**src/rtl/pe_dbuf.sv**
```systemverilog
// Systolic-array processing element. The weights are double-buffered: a shadow weight
// shifts down the column while the live weight computes, and a swap tag promotes shadow to live.
module pe_dbuf #(
  parameter int DATA_W   = 8,
  parameter int ACC_W    = 16,
  parameter int SATURATE = 0
) (
  input  logic                     clk,
  input  logic                     rst,
  input  logic                     active,
  input  logic signed [DATA_W-1:0] datain,
  input  logic signed [ACC_W-1:0]  sumin,
  input  logic                     swap,
  input  logic signed [DATA_W-1:0] win,
  input  logic                     wwrite,
  output logic signed [ACC_W-1:0]  maccout,
  output logic signed [DATA_W-1:0] dataout,
  output logic                     activeout,
  output logic                     swapout,
  output logic signed [DATA_W-1:0] wout,
  output logic                     wwriteout,
  output logic                     ovf
);

  localparam logic [ACC_W-1:0] ACC_MAX = {1'b0, {(ACC_W-1){1'b1}}};
  localparam logic [ACC_W-1:0] ACC_MIN = {1'b1, {(ACC_W-1){1'b0}}};

  logic signed [DATA_W-1:0]   live_w;
  logic signed [DATA_W-1:0]   shadow_w;
  logic signed [DATA_W-1:0]   eff_w;
  logic signed [2*DATA_W-1:0] prod;
  logic        [ACC_W:0]      sum;
  logic                       sum_ovf;
  logic        [ACC_W-1:0]    sum_res;

  // The swap-tagged operand already computes with the promoted (pre-write) shadow weight.
  always_comb begin
    eff_w   = swap ? shadow_w : live_w;
    prod    = (2*DATA_W)'(datain) * (2*DATA_W)'(eff_w);
    sum     = {sumin[ACC_W-1], sumin}
            + {{(ACC_W+1-2*DATA_W){prod[2*DATA_W-1]}}, prod};
    sum_ovf = sum[ACC_W] ^ sum[ACC_W-1];
    sum_res = sum[ACC_W-1:0];
    if (SATURATE != 0 && sum_ovf)
      sum_res = sum[ACC_W] ? ACC_MIN : ACC_MAX;
  end

  // The weight shift chain runs independently of active.
  always_ff @(posedge clk or posedge rst) begin
    if (rst) begin
      shadow_w  <= '0;
      wout      <= '0;
      wwriteout <= 1'b0;
    end else if (wwrite) begin
      shadow_w  <= win;
      wout      <= shadow_w;
      wwriteout <= 1'b1;
    end else begin
      wout      <= '0;
      wwriteout <= 1'b0;
    end
  end

  always_ff @(posedge clk or posedge rst) begin
    if (rst) begin
      live_w    <= '0;
      maccout   <= '0;
      dataout   <= '0;
      activeout <= 1'b0;
      swapout   <= 1'b0;
      ovf       <= 1'b0;
    end else if (active) begin
      if (swap)
        live_w <= shadow_w;
      maccout   <= sum_res;
      dataout   <= datain;
      activeout <= 1'b1;
      swapout   <= swap;
      if (sum_ovf)
        ovf <= 1'b1;
    end else begin
      activeout <= 1'b0;
      swapout   <= 1'b0;
    end
  end

endmodule

```
**config.mk**
```make
export PLATFORM = sky130hd
export DESIGN_NAME = pe_dbuf
export DESIGN_NICKNAME = d
export VERILOG_FILES = /design/src/rtl/pe_dbuf.sv
export SDC_FILE = /design/constraint.sdc
export NUM_CORES = 1
export LEC_CHECK = 0
export ABC_AREA = 1
export ABC_CLOCK_PERIOD_IN_PS = 7300
export BUFFER_PORTS_ARGS = -buffer_cell sky130_fd_sc_hd__clkbuf_2
export CORE_MARGIN = 5
export CORE_UTILIZATION = 60
export CTS_BUF_LIST = sky130_fd_sc_hd__clkbuf_2
export CTS_CLUSTER_SIZE = 25
export DETAILED_ROUTE_END_ITERATION = 7
export GPL_TIMING_DRIVEN = 0
export PLACE_DENSITY = 0.88
export SLEW_MARGIN = 5
export SYNTH_ARGS = -nofsm -noshare
export SYNTH_HDL_FRONTEND = slang
export SYNTH_SLANG_ARGS = --single-unit
```
**constraint.sdc**
```tcl
create_clock -name clk -period 7.3 [get_ports clk]
set_clock_uncertainty 0.2 [all_clocks]
set_input_delay 1.46 -clock clk [delete_from_list [all_inputs] [get_ports clk]]
set_output_delay 1.46 -clock clk [all_outputs]
set_load 0.02 [all_outputs]
```
; After elaboration in Yosys (flattened, before gate mapping)
; Index checks and enable logic that the tools add are counted.
[word_totals]
wordCells = 18
regBits = 52
input_bits = 37
[classes]
bitwise_logic = 1
mux = 5
mul = 1
n_reduce_logical = 1
n_addsub = 1
[op_table]
columns = cell, n
row1 = $add A16 B16 Y17, 1
row2 = $mul A8 B8 Y16, 1
row3 = $mux W8, 2
row4 = $mux W1, 3
row5 = $reduce_and A2 Y1, 1
row6 = $xor A1 B1 Y1, 1

; Logic depth before layout (Yosys ltp)
; Gate-level depths: netlist of run 1.
[depth]
word_depth = 5
depth_mapped = 27

; Least setup slack after synthesis of run 1
; No wires, ideal clock.
[synth_path]
path_type = input-to-reg
start = input port swap
end = register maccout[14]
t_required_ps = 6983
path_slack_ps = 682
setup_time_ps = 117
arrival_time_ps = 6301
cell_stages = 22
n_path_buf = 2
cell_sequence = buf_4 buf_2 nand2_1 o21ai_1 nor2_1 inv_1 fa_1 inv_1 fa_1 fa_1 fa_1 fa_1 ha_1 nand2_1 nand3_2 nand2_1 nand2_2 nand3_2 nand3_2 or2_1 nand3_1 nand2_1
[synth_via]
elab_chain_cells = 3
[synth_lines]
columns = element, line_no
row1 = "start, declared", 13  ; input logic swap,
row2 = $mux W8, --
row3 = $mul A8 B8 Y16, 39  ; prod = (2*DATA_W)'(datain) * (2*DATA_W)'(eff_w);
row4 = $add A16 B16 Y17, 41  ; + {{(ACC_W+1-2*DATA_W){prod[2*DATA_W-1]}}, prod};
row5 = "end signal, assigned", 75  ; maccout <= sum_res;
row6 = "end, declared", 16  ; output logic signed [ACC_W-1:0] maccout,
; No other way between the ends.
; A chain may end at the register's enable or synchronous reset.

; Worst setup path after layout of run 1
; Same ends and word-level chain as after synthesis.

==> results of run 1 <==
state kept, by name, summed over array words and instances, names as in the netlist:
signal and cells:
ovf 1, maccout 16, live_w 8, wout 8, wwriteout 1, dataout 8
activeout 1, swapout 1, shadow_w 8
worst reg2reg max path: cells and delay by family, from the launching register on:
kind | cells | cell delay, ns
buffers and inverters | 3 | 0.30
adder cells (fa/ha/maj) | 6 | 2.89
flip-flops | 1 | 0.41
AND/OR/NAND/NOR | 11 | 1.89
AO/OA/AOI/OAI | 1 | 0.13
per-stage QoR:
| step | hold slack, ns | setup slack, ns |
|---|---|---|
| detailed placement | 0.252 | -0.0243 |
| global route | 0.337 | 0.219 |
| floorplan | 0.233 | 0.682 |
| global placement | 0.242 | 0.137 |
| finish | 0.304 | 0.507 |
| CTS | 0.305 | 0.449 |
cells in the mapped netlist (5+ instances only):
| master | instances | area (um2) |
|---|---|---|
| nand3_1 | 14 | 70.1 |
| fa_1 | 76 | 1520 |
| o21ai_0 | 30 | 150 |
| ha_1 | 39 | 488 |
| nor2_1 | 43 | 161 |
| dfrtp_1 | 52 | 1300 |
| o21ai_1 | 7 | 35.0 |
| inv_1 | 140 | 526 |
| nand3_2 | 5 | 50.1 |
| nand2_1 | 147 | 552 |
| clkbuf_1 | 6 | 22.5 |
| a21oi_1 | 7 | 35.0 |
how the worst min path moves through the flow:
stage / from / slack, ns / end
2_1_floorplan: shadow_w[0]$_DFFE_PP0P_ / 0.23 / wout[0]$_DFF_PP0_
3_3_place_gp: shadow_w[6]$_DFFE_PP0P_ / 0.24 / wout[6]$_DFF_PP0_
3_5_place_dp: shadow_w[1]$_DFFE_PP0P_ / 0.25 / wout[1]$_DFF_PP0_
4_1_cts: shadow_w[1]$_DFFE_PP0P_ / 0.30 / wout[1]$_DFF_PP0_
5_1_grt: shadow_w[0]$_DFFE_PP0P_ / 0.34 / wout[0]$_DFF_PP0_
6_report: shadow_w[0]$_DFFE_PP0P_ / 0.30 / wout[0]$_DFF_PP0_
layout make-up:
cell class / count / area, um2 / area share (%)
Tap cell: 105 / 131 / 2.32
Timing Repair Buffer: 72 / 375 / 6.62
Sequential cell: 52 / 1300 / 22.9
Multi-Input combinational cell: 392 / 3240 / 57.2
Clock buffer: 5 / 25.0 / 0.441
Buffer: 9 / 48.8 / 0.860
Clock inverter: 2 / 16.3 / 0.287
Inverter: 142 / 533 / 9.39
metal layers:
metal | track usage, % | routed length (um)
met1 | 29.0 | 4420
met4 | 9.59 | 435
met3 | 3.82 | 650
met2 | 42.4 | 5980
met5 | 0 | 0
kinds of logic (layout without fill, tap and decap cells):
| logic type | count (synthesis) | after routing | synth area share, % |
|---|---|---|---|
| AOI/OAI and AO/OA | 53 | 53 | 5.74 |
| xor gates and xnor gates | 5 | 5 | 0.854 |
| adders and majority gates | 115 | 115 | 39.2 |
| buffers and inverters | 151 | 230 | 11.3 |
| DFF | 52 | 52 | 25.4 |
| and+or+nand+nor | 219 | 219 | 17.5 |
==> results.json, run 1 <==
{
  "gr-total-overflow": 0,
  "number_of_flops_mapped_to_enable_cells_by_yosys": 0,
  "layout_commonest_cell": "nand2_1",
  "routed_antenna_nets": 0,
  "regToRegSetupSlack_ns": 1.41,
  "routed_wire_length_per_instance_um": 14.7,
  "path_class": "input port to flip-flop",
  "cts_root_buffer": "clkbuf_2",
  "highest_clock_rate_ghz": 0.147,
  "crit_path_end": "maccout[14]$_DFFE_PP0P_",
  "vias": 4072,
  "num_antenna_cells": 0,
  "final_cell_area_um2": 5670,
  "cpMostUsedCell": "fa_1",
  "htreeDepth": 2,
  "critPathMaxFanout": 10,
  "finalMaxSlewViolations": 0,
  "cp-end-kind": "flip-flop",
  "final_core_utilization_pct": 68.7,
  "layout-area-overhead-vs-synth_pct": 10.7,
  "dominantRegCellSynth": "dfrtp_1",
  "synth_fp_nets": 747,
  "worst_r2r_path_depth": 21,
  "place_hpwl_um": 9920,
  "yosys_warnings": 0,
  "post_synth_inst_count": 595,
  "cp.depth": 22,
  "reg2reg_end": "maccout[14]$_DFFE_PP0P_",
  "detail_route.drc_violations": 0,
  "worst_hold_path.num_cells": 2,
  "ys_seq_elements": 52,
  "synth_cell_types": 29,
  "min_path_type": "flip-flop to flip-flop",
  "final_wirelength_um": 11500,
  "layout-drive-gt1-share_pct": 15.1,
  "floorplan.io_pins": 73,
  "rows": 33,
  "place_area_um2": 5630,
  "grt_usage_pct": 23.9,
  "clock-sinks": 52,
  "synthesis.area_per_instance_um2": 8.62,
  "drtPass1Iterations": 4,
  "nets": 826,
  "timing.final.setup_violations": 0,
  "final.setup.tns_ns": 0,
  "finalHoldViolations": 0,
  "cell_area_synth_um2": 5130,
  "dieWidth_um": 102,
  "status": "finished clean",
  "synth-async-reset-ratio_pct": 100,
  "global_route_wire_length_before_repair_um": 19600,
  "critical_path.slowest_cell": "nor2_1",
  "clock_edge_transition_at_the_registers_on_the_reported_setup_and_hold_paths_ns": 0.27,
  "floorplan.core_area_um2": 8260,
  "max-slew-margin-rel_pct": 24.1,
  "grt_start_max_net_pins": 41,
  "initial_core_utilization_pct": 62.1,
  "slowest_delay_ns": 0.88,
  "critPathBufInv": 4,
  "regToRegStartpoint": "shadow_w[0]$_DFFE_PP0P_",
  "min_period_ns": 6.79,
  "tritoncts": "done",
  "cp_cell_sequence": "buf_4 -> buf_2 -> nand2_1 -> o21ai_1 -> nor2_1 -> inv_1 -> fa_1 -> inv_1 -> fa_1 -> fa_1 -> fa_1 -> fa_1 -> ha_1 -> nand2_1 -> nand3_2 -> nand2_1 -> nand2_2 -> nand3_2 -> nand3_2 -> or2_1 -> nand3_1 -> nand2_1",
  "cts_made_buffers": 5,
  "cts_hold_buffers": 0,
  "path_delay_family": "adder cells",
  "post_cts_sizing": 0,
  "post_layout_nonfiller_instances": 779,
  "worst_max_slew_pin_slew_ns": 1.13,
  "floorplan.die.height_um": 102,
  "cp-startpoint": "swap",
  "num-fill-cells": 650,
  "clk_lat_worst_skew_ns": 0.44,
  "crit_required_ns": 7.48,
  "numPlacedInstances": 772,
  "floorplan.die_area_um2": 10500,
  "gp_congestion": 0.897,
  "drt_iter0_drc": 224,
  "worstPathArrival_ns": 6.97,
  "grt_pass1_vias": 4387,
  "min_period_over_period_pct": 93.1,
  "most-common-layout-cells": "nand2_1 (147), inv_1 (139), fa_1 (76), clkbuf_2 (76), dfrtp_1 (52)",
  "max-cap-violations": 0,
  "io_buffers": 71,
  "detail_route.vias_per_cell": 5.23,
  "post_cts_buffers": 0,
  "startpoint_type": "input port",
  "cts_buffer_depth": 2,
  "yosysSeqAreaShare_pct": 25.4,
  "antenna_found_initial": 0,
  "grt_setup_unrepaired": "false"
}
Power of run 1 is left out: the tool's default activity adds up to more than one toggle a clock period on the data nets, which glitch-free logic cannot reach.
==> run 2, diff against run 1 <==
Settings changed: ABC_AREA 1 to unset.
==> run 2 against run 1 <==
Net effect: highest routed layer unchanged; count of clock-buffer cells in the layout stayed put; critical path type unchanged; first-iteration DRC count is 42% lower; global-route usage is 2.7 points lower; critical path depth is 4 lower; via count is 15% lower.
==> results.json, run 2 <==
{
  "drtPass1Iterations": 4,
  "worst_r2r_path_depth": 17,
  "dieWidth_um": 102,
  "synth_cell_types": 39,
  "antenna_found_initial": 0,
  "nets": 682,
  "floorplan.core_area_um2": 8260,
  "vias": 3480,
  "post_cts_buffers": 0,
  "synth_most_common_cell": "inv_1",
  "layout-drive-gt1-share_pct": 24.5,
  "clk_lat_worst_skew_ns": 0.48,
  "gp_congestion": 0.898,
  "layout_commonest_cell": "inv_1",
  "io_buffers": 70,
  "gr-total-overflow": 0,
  "cp-end-kind": "flip-flop",
  "status": "finished clean",
  "dominantRegCellSynth": "dfrtp_1",
  "yosysSeqAreaShare_pct": 25.6,
  "critPathMaxFanout": 9,
  "min_period_over_period_pct": 96.4,
  "reg2reg_end": "ovf$_DFFE_PP0P_",
  "clock_edge_transition_at_the_registers_on_the_reported_setup_and_hold_paths_ns": 0.34,
  "yosys_warnings": 0,
  "floorplan.io_pins": 73,
  "drt_iter0_drc": 129,
  "cell_area_synth_um2": 5080,
  "cts_buffer_depth": 2,
  "max-slew-margin-rel_pct": 44.7,
  "final_wirelength_um": 10100,
  "grt_pass1_vias": 3767,
  "most-common-layout-cells": "inv_1 (90), fa_1 (76), clkbuf_2 (75)",
  "largest_register": "maccout",
  "ys_seq_elements": 52,
  "clock-sinks": 52,
  "fin_hold_ws_ns": 0.306,
  "route.met2.wl_um": 5430,
  "floorplan.die.height_um": 102,
  "crit_required_ns": 7.54,
  "regToRegSetupSlack_ns": 1.27,
  "routed-wl-met3_um": 601,
  "yosys.area.top_type": "fa_1",
  "finalMaxSlewViolations": 0,
  "grt_setup_unrepaired": "false",
  "min_period_ns": 7.04,
  "post_synth_inst_count": 452,
  "post_cts_sizing": 0,
  "cts_hold_buffers": 0,
  "detail_route.drc_violations": 0,
  "regToRegStartpoint": "shadow_w[2]$_DFFE_PP0P_",
  "min_path_type": "flip-flop to flip-flop",
  "highest_clock_rate_ghz": 0.142,
  "tritoncts": "done",
  "final_setup_margin_ns": 0.261,
  "layout-area-overhead-vs-synth_pct": 10.9,
  "place_worst_setup_slack_ns": -0.260,
  "worst_max_slew_pin_slew_ns": 0.806,
  "num-fill-cells": 602,
  "initial_core_utilization_pct": 61.6,
  "wirelength_met1_um": 3800,
  "largest_register_ffs": 16,
  "cts_made_buffers": 5,
  "rows": 33,
  "detail_route.vias_per_cell": 5.47,
  "routed_antenna_nets": 0,
  "hold_path.startpoint": "ovf$_DFFE_PP0P_",
  "top_signal_layer_used": "met4",
  "worstPathArrival_ns": 7.28,
  "routed_wire_length_per_instance_um": 15.8,
  "grt_start_max_net_pins": 35,
  "worst_hold_path.num_cells": 1,
  "num_antenna_cells": 0,
  "grt_usage_pct": 21.2,
  "htreeDepth": 2,
  "timing.final.setup_violations": 0,
  "max-cap-violations": 0,
  "global_route_wire_length_before_repair_um": 17300,
  "startpoint_type": "input port",
  "cts_root_buffer": "clkbuf_2",
  "synth_area_leaders": "fa_1 (30%), dfrtp_1 (26%), ha_1 (9.6%)",
  "path_class": "input port to flip-flop",
  "synth_fp_nets": 604,
  "floorplan.die_area_um2": 10400,
  "number_of_flops_mapped_to_enable_cells_by_yosys": 0,
  "post_synth_top_area_share_pct": 29.9,
  "synthTopCellsByCount": "inv_1 (91), fa_1 (76), dfrtp_1 (52), mux2_2 (40), ha_1 (39)",
  "synthesis.area_per_instance_um2": 11.2,
  "synth-async-reset-ratio_pct": 100,
  "worstHoldEndpoint": "ovf$_DFFE_PP0P_",
  "place_hpwl_um": 8380,
  "finalHoldViolations": 0
}
run 2: cell count changes after synthesis, sizes merged, moves of 10 or more:
| cell | change |
|---|---|
| inv | -51 |
| nand3 | -19 |
| nor2 | -34 |
| mux2 | +41 |
| nand2 | -126 |
| o21ai | -34 |
| and2 | +20 |
| nor2b | +19 |
| xnor2 | +10 |
run 2: critical path, cell delays in order:
cell      delay, ns
clkbuf_1       0.39
mux2i_1        0.68
nand2b_1       0.33
fa_1           0.56
inv_1          0.12
fa_1           0.46
fa_1           0.55
inv_1          0.05
fa_1           0.52
inv_1          0.04
ha_1           0.29
ha_1           0.38
nand2_1        0.10
o21ai_1        0.24
mux2_4         0.34
nor4_4         0.33
xnor3_1        0.26
a21o_1         0.18
run 2: stage by stage:
stage,util (%),setup TNS [ns],instances,cell area [um2]
floorplan,-,0,452,5080
global route,68.3,0,636,5640
finish,68.3,0,636,5640
global placement,67.4,-0.126,627,5570
CTS,68.3,0,636,5640
detailed placement,67.7,-0.355,628,5590
run 2: worst max-delay path by stage:
| stage | from | endpoint | slack [ns] |
|---|---|---|---|
| final | swap | ovf$_DFFE_PP0P_ | 0.26 |
| after global routing | swap | ovf$_DFFE_PP0P_ | 0.04 |
| after CTS | swap | ovf$_DFFE_PP0P_ | 0.28 |
| after detailed placement | swap | ovf$_DFFE_PP0P_ | -0.26 |
| after global placement | swap | ovf$_DFFE_PP0P_ | -0.13 |
| after floorplan | swap | ovf$_DFFE_PP0P_ | 0.33 |
run 2: logic make-up after synthesis:
group / Yosys count / synth area share, %
compound gates: 36 / 5.09
xor+xnor: 15 / 2.85
fa+ha+maj: 115 / 39.5
buf+inv: 98 / 7.23
flops: 52 / 25.6
mux: 46 / 10.1
simple gates: 90 / 9.57
run 2: area by class of cell:
type                            count  area (um2)  area share [%]
Multi-Input combinational cell    302        3420            60.6
Sequential cell                    52        1300            23.1
Timing Repair Buffer               71         370            6.57
Inverter                           91         342            6.06
Tap cell                          105         131            2.33
Clock inverter                      3        28.8           0.510
Buffer                              7        26.3           0.466
Clock buffer                        5        25.0           0.444
run 2: per-layer routing:
layer  track usage (%)  up-vias
met1              25.7     1768
met4              7.06        0
met5                 0        -
met3              3.41       24
li1                  -     1573
met2              38.3      115
Power of run 2 is left out for the same reason.
==> run 3, diff against run 2 <==
Settings changed: ABC_CLOCK_PERIOD_IN_PS 7300 to unset, SETUP_SLACK_MARGIN set to 0.4.
==> run 3 against run 2 <==
Net effect: worst hold slack better by 0.00064 ns; setup slack improved by 0.40 ns; cell area up 0.40%; sequential cell count is the same.
==> results.json, run 3 (synthesis gave the netlist of run 2 again) <==
{
  "min_period_ns": 6.63,
  "regToRegStartpoint": "shadow_w[2]$_DFFE_PP0P_",
  "cts_hold_buffers": 0,
  "final_wirelength_um": 9830,
  "cts_made_buffers": 5,
  "startpoint_type": "input port",
  "clock-sinks": 52,
  "clock_edge_transition_at_the_registers_on_the_reported_setup_and_hold_paths_ns": 0.31,
  "grt_setup_unrepaired": "false",
  "drtPass1Iterations": 4,
  "rows": 33,
  "max-cap-violations": 0,
  "grt_usage_pct": 20.2,
  "dieWidth_um": 102,
  "reg2reg_end": "ovf$_DFFE_PP0P_",
  "highest_clock_rate_ghz": 0.151,
  "drt_iter0_drc": 127,
  "layout_commonest_cell": "inv_1",
  "status": "finished clean",
  "initial_core_utilization_pct": 61.6,
  "antenna_found_initial": 0,
  "min_period_over_period_pct": 90.9,
  "final_cell_area_um2": 5660,
  "gr-total-overflow": 0,
  "critical_path.slowest_cell": "fa_1",
  "finalHoldViolations": 0,
  "timing.final.setup_violations": 0,
  "floorplan.die.height_um": 102,
  "cts_buffer_depth": 2,
  "cp-end-kind": "flip-flop",
  "hold_path.startpoint": "ovf$_DFFE_PP0P_",
  "routed_wire_length_per_instance_um": 15.5,
  "finalMaxSlewViolations": 0,
  "gp_congestion": 0.897,
  "detail_route.vias_per_cell": 5.37,
  "max-slew-margin-rel_pct": 45.8,
  "largest_register": "maccout",
  "num_antenna_cells": 0,
  "critPathMaxFanout": 9,
  "floorplan.core_area_um2": 8260,
  "nets": 682,
  "min_path_type": "flip-flop to flip-flop",
  "place_hpwl_um": 8270,
  "floorplan.io_pins": 73,
  "grt_pass1_vias": 3714,
  "htreeDepth": 2,
  "cts_root_buffer": "clkbuf_2",
  "cpMostUsedCell": "fa_1",
  "io_buffers": 70,
  "global_route_wire_length_before_repair_um": 16600,
  "layout-area-overhead-vs-synth_pct": 11.4,
  "post_cts_buffers": 0,
  "worst_hold_path.num_cells": 1,
  "worstPathArrival_ns": 6.84,
  "most-common-layout-cells": "inv_1 (90), clkbuf_2 (76), fa_1 (76)",
  "detail_route.drc_violations": 0,
  "vias": 3414,
  "worst_r2r_path_depth": 17,
  "worst_max_slew_pin_slew_ns": 0.791,
  "cp_cell_sequence": "clkbuf_2 -> mux2i_4 -> nand2b_1 -> fa_1 -> inv_1 -> fa_1 -> fa_1 -> inv_1 -> fa_1 -> inv_1 -> ha_1 -> ha_1 -> nand2_1 -> o21ai_1 -> mux2_4 -> nor4_4 -> xnor3_1 -> a21o_1",
  "place_area_um2": 5590,
  "layout-drive-gt1-share_pct": 25.4,
  "slowest_delay_ns": 0.76,
  "path_class": "input port to flip-flop",
  "tritoncts": "done",
  "worstHoldEndpoint": "ovf$_DFFE_PP0P_",
  "largest_register_ffs": 16,
  "floorplan.die_area_um2": 10400,
  "regToRegSetupSlack_ns": 1.54,
  "grt_start_max_net_pins": 33,
  "crit_required_ns": 7.51,
  "routed_antenna_nets": 0,
  "clk_lat_worst_skew_ns": 0.46
}
run 3: what timing repair did:
action | 4_1_cts | 5_1_grt
endpoints found under the setup margin | 0 | 2
hold endpoints to repair | 0 | 0
resized for setup | 0 | 5
run 3: critical path: cells and delay by family:
kind            cells  cell delay, ns
compound gates      2            0.41
xor+xnor            1            0.25
fa+ha+maj           6            2.98
buf+inv             4            0.41
mux                 2            0.63
simple gates        3            0.69
run 3: routing by layer:
layer / vias to the layer above / GRT usage (%) / part of all wire (%)
met5: - / 0 / 0
met4: 0 / 5.95 / 2.2
met3: 20 / 2.87 / 4.9
met2: 95 / 37.1 / 55
met1: 1736 / 24.8 / 38
li1: 1563 / - / -
run 3: worst max-delay path by stage:
stage                 endpoint  slack, ns  start  cells past startpoint
3_5_place_dp   ovf$_DFFE_PP0P_      -0.14   swap                     18
3_3_place_gp   ovf$_DFFE_PP0P_     0.0008   swap                     18
5_1_grt        ovf$_DFFE_PP0P_       0.43   swap                     17
6_report       ovf$_DFFE_PP0P_       0.67   swap                     18
2_1_floorplan  ovf$_DFFE_PP0P_       0.41   swap                     18
4_1_cts        ovf$_DFFE_PP0P_       0.41   swap                     18
run 3: metrics by stage:
step           hold WS, ns  TNS (ns)  cells  setup WS, ns  utilization, %
6_report             0.307         0    636         0.665            68.6
5_1_grt              0.322         0    636         0.429            68.6
4_1_cts              0.313         0    636         0.413            68.4
3_5_place_dp         0.256    -0.141    628        -0.141            67.7
3_3_place_gp         0.252         0    627      0.000817            67.5
2_1_floorplan        0.275         0    452         0.414               -
run 3: layout make-up:
| cell class | instances | area, um2 |
|---|---|---|
| Fill cell | 615 | 2590 |
| Buffer | 7 | 27.5 |
| Tap cell | 105 | 131 |
| Clock inverter | 3 | 28.8 |
| Inverter | 91 | 342 |
| Sequential cell | 52 | 1300 |
| Multi-Input combinational cell | 302 | 3440 |
| Timing Repair Buffer | 71 | 370 |
| Clock buffer | 5 | 25.0 |
Power of run 3 is left out for the same reason.
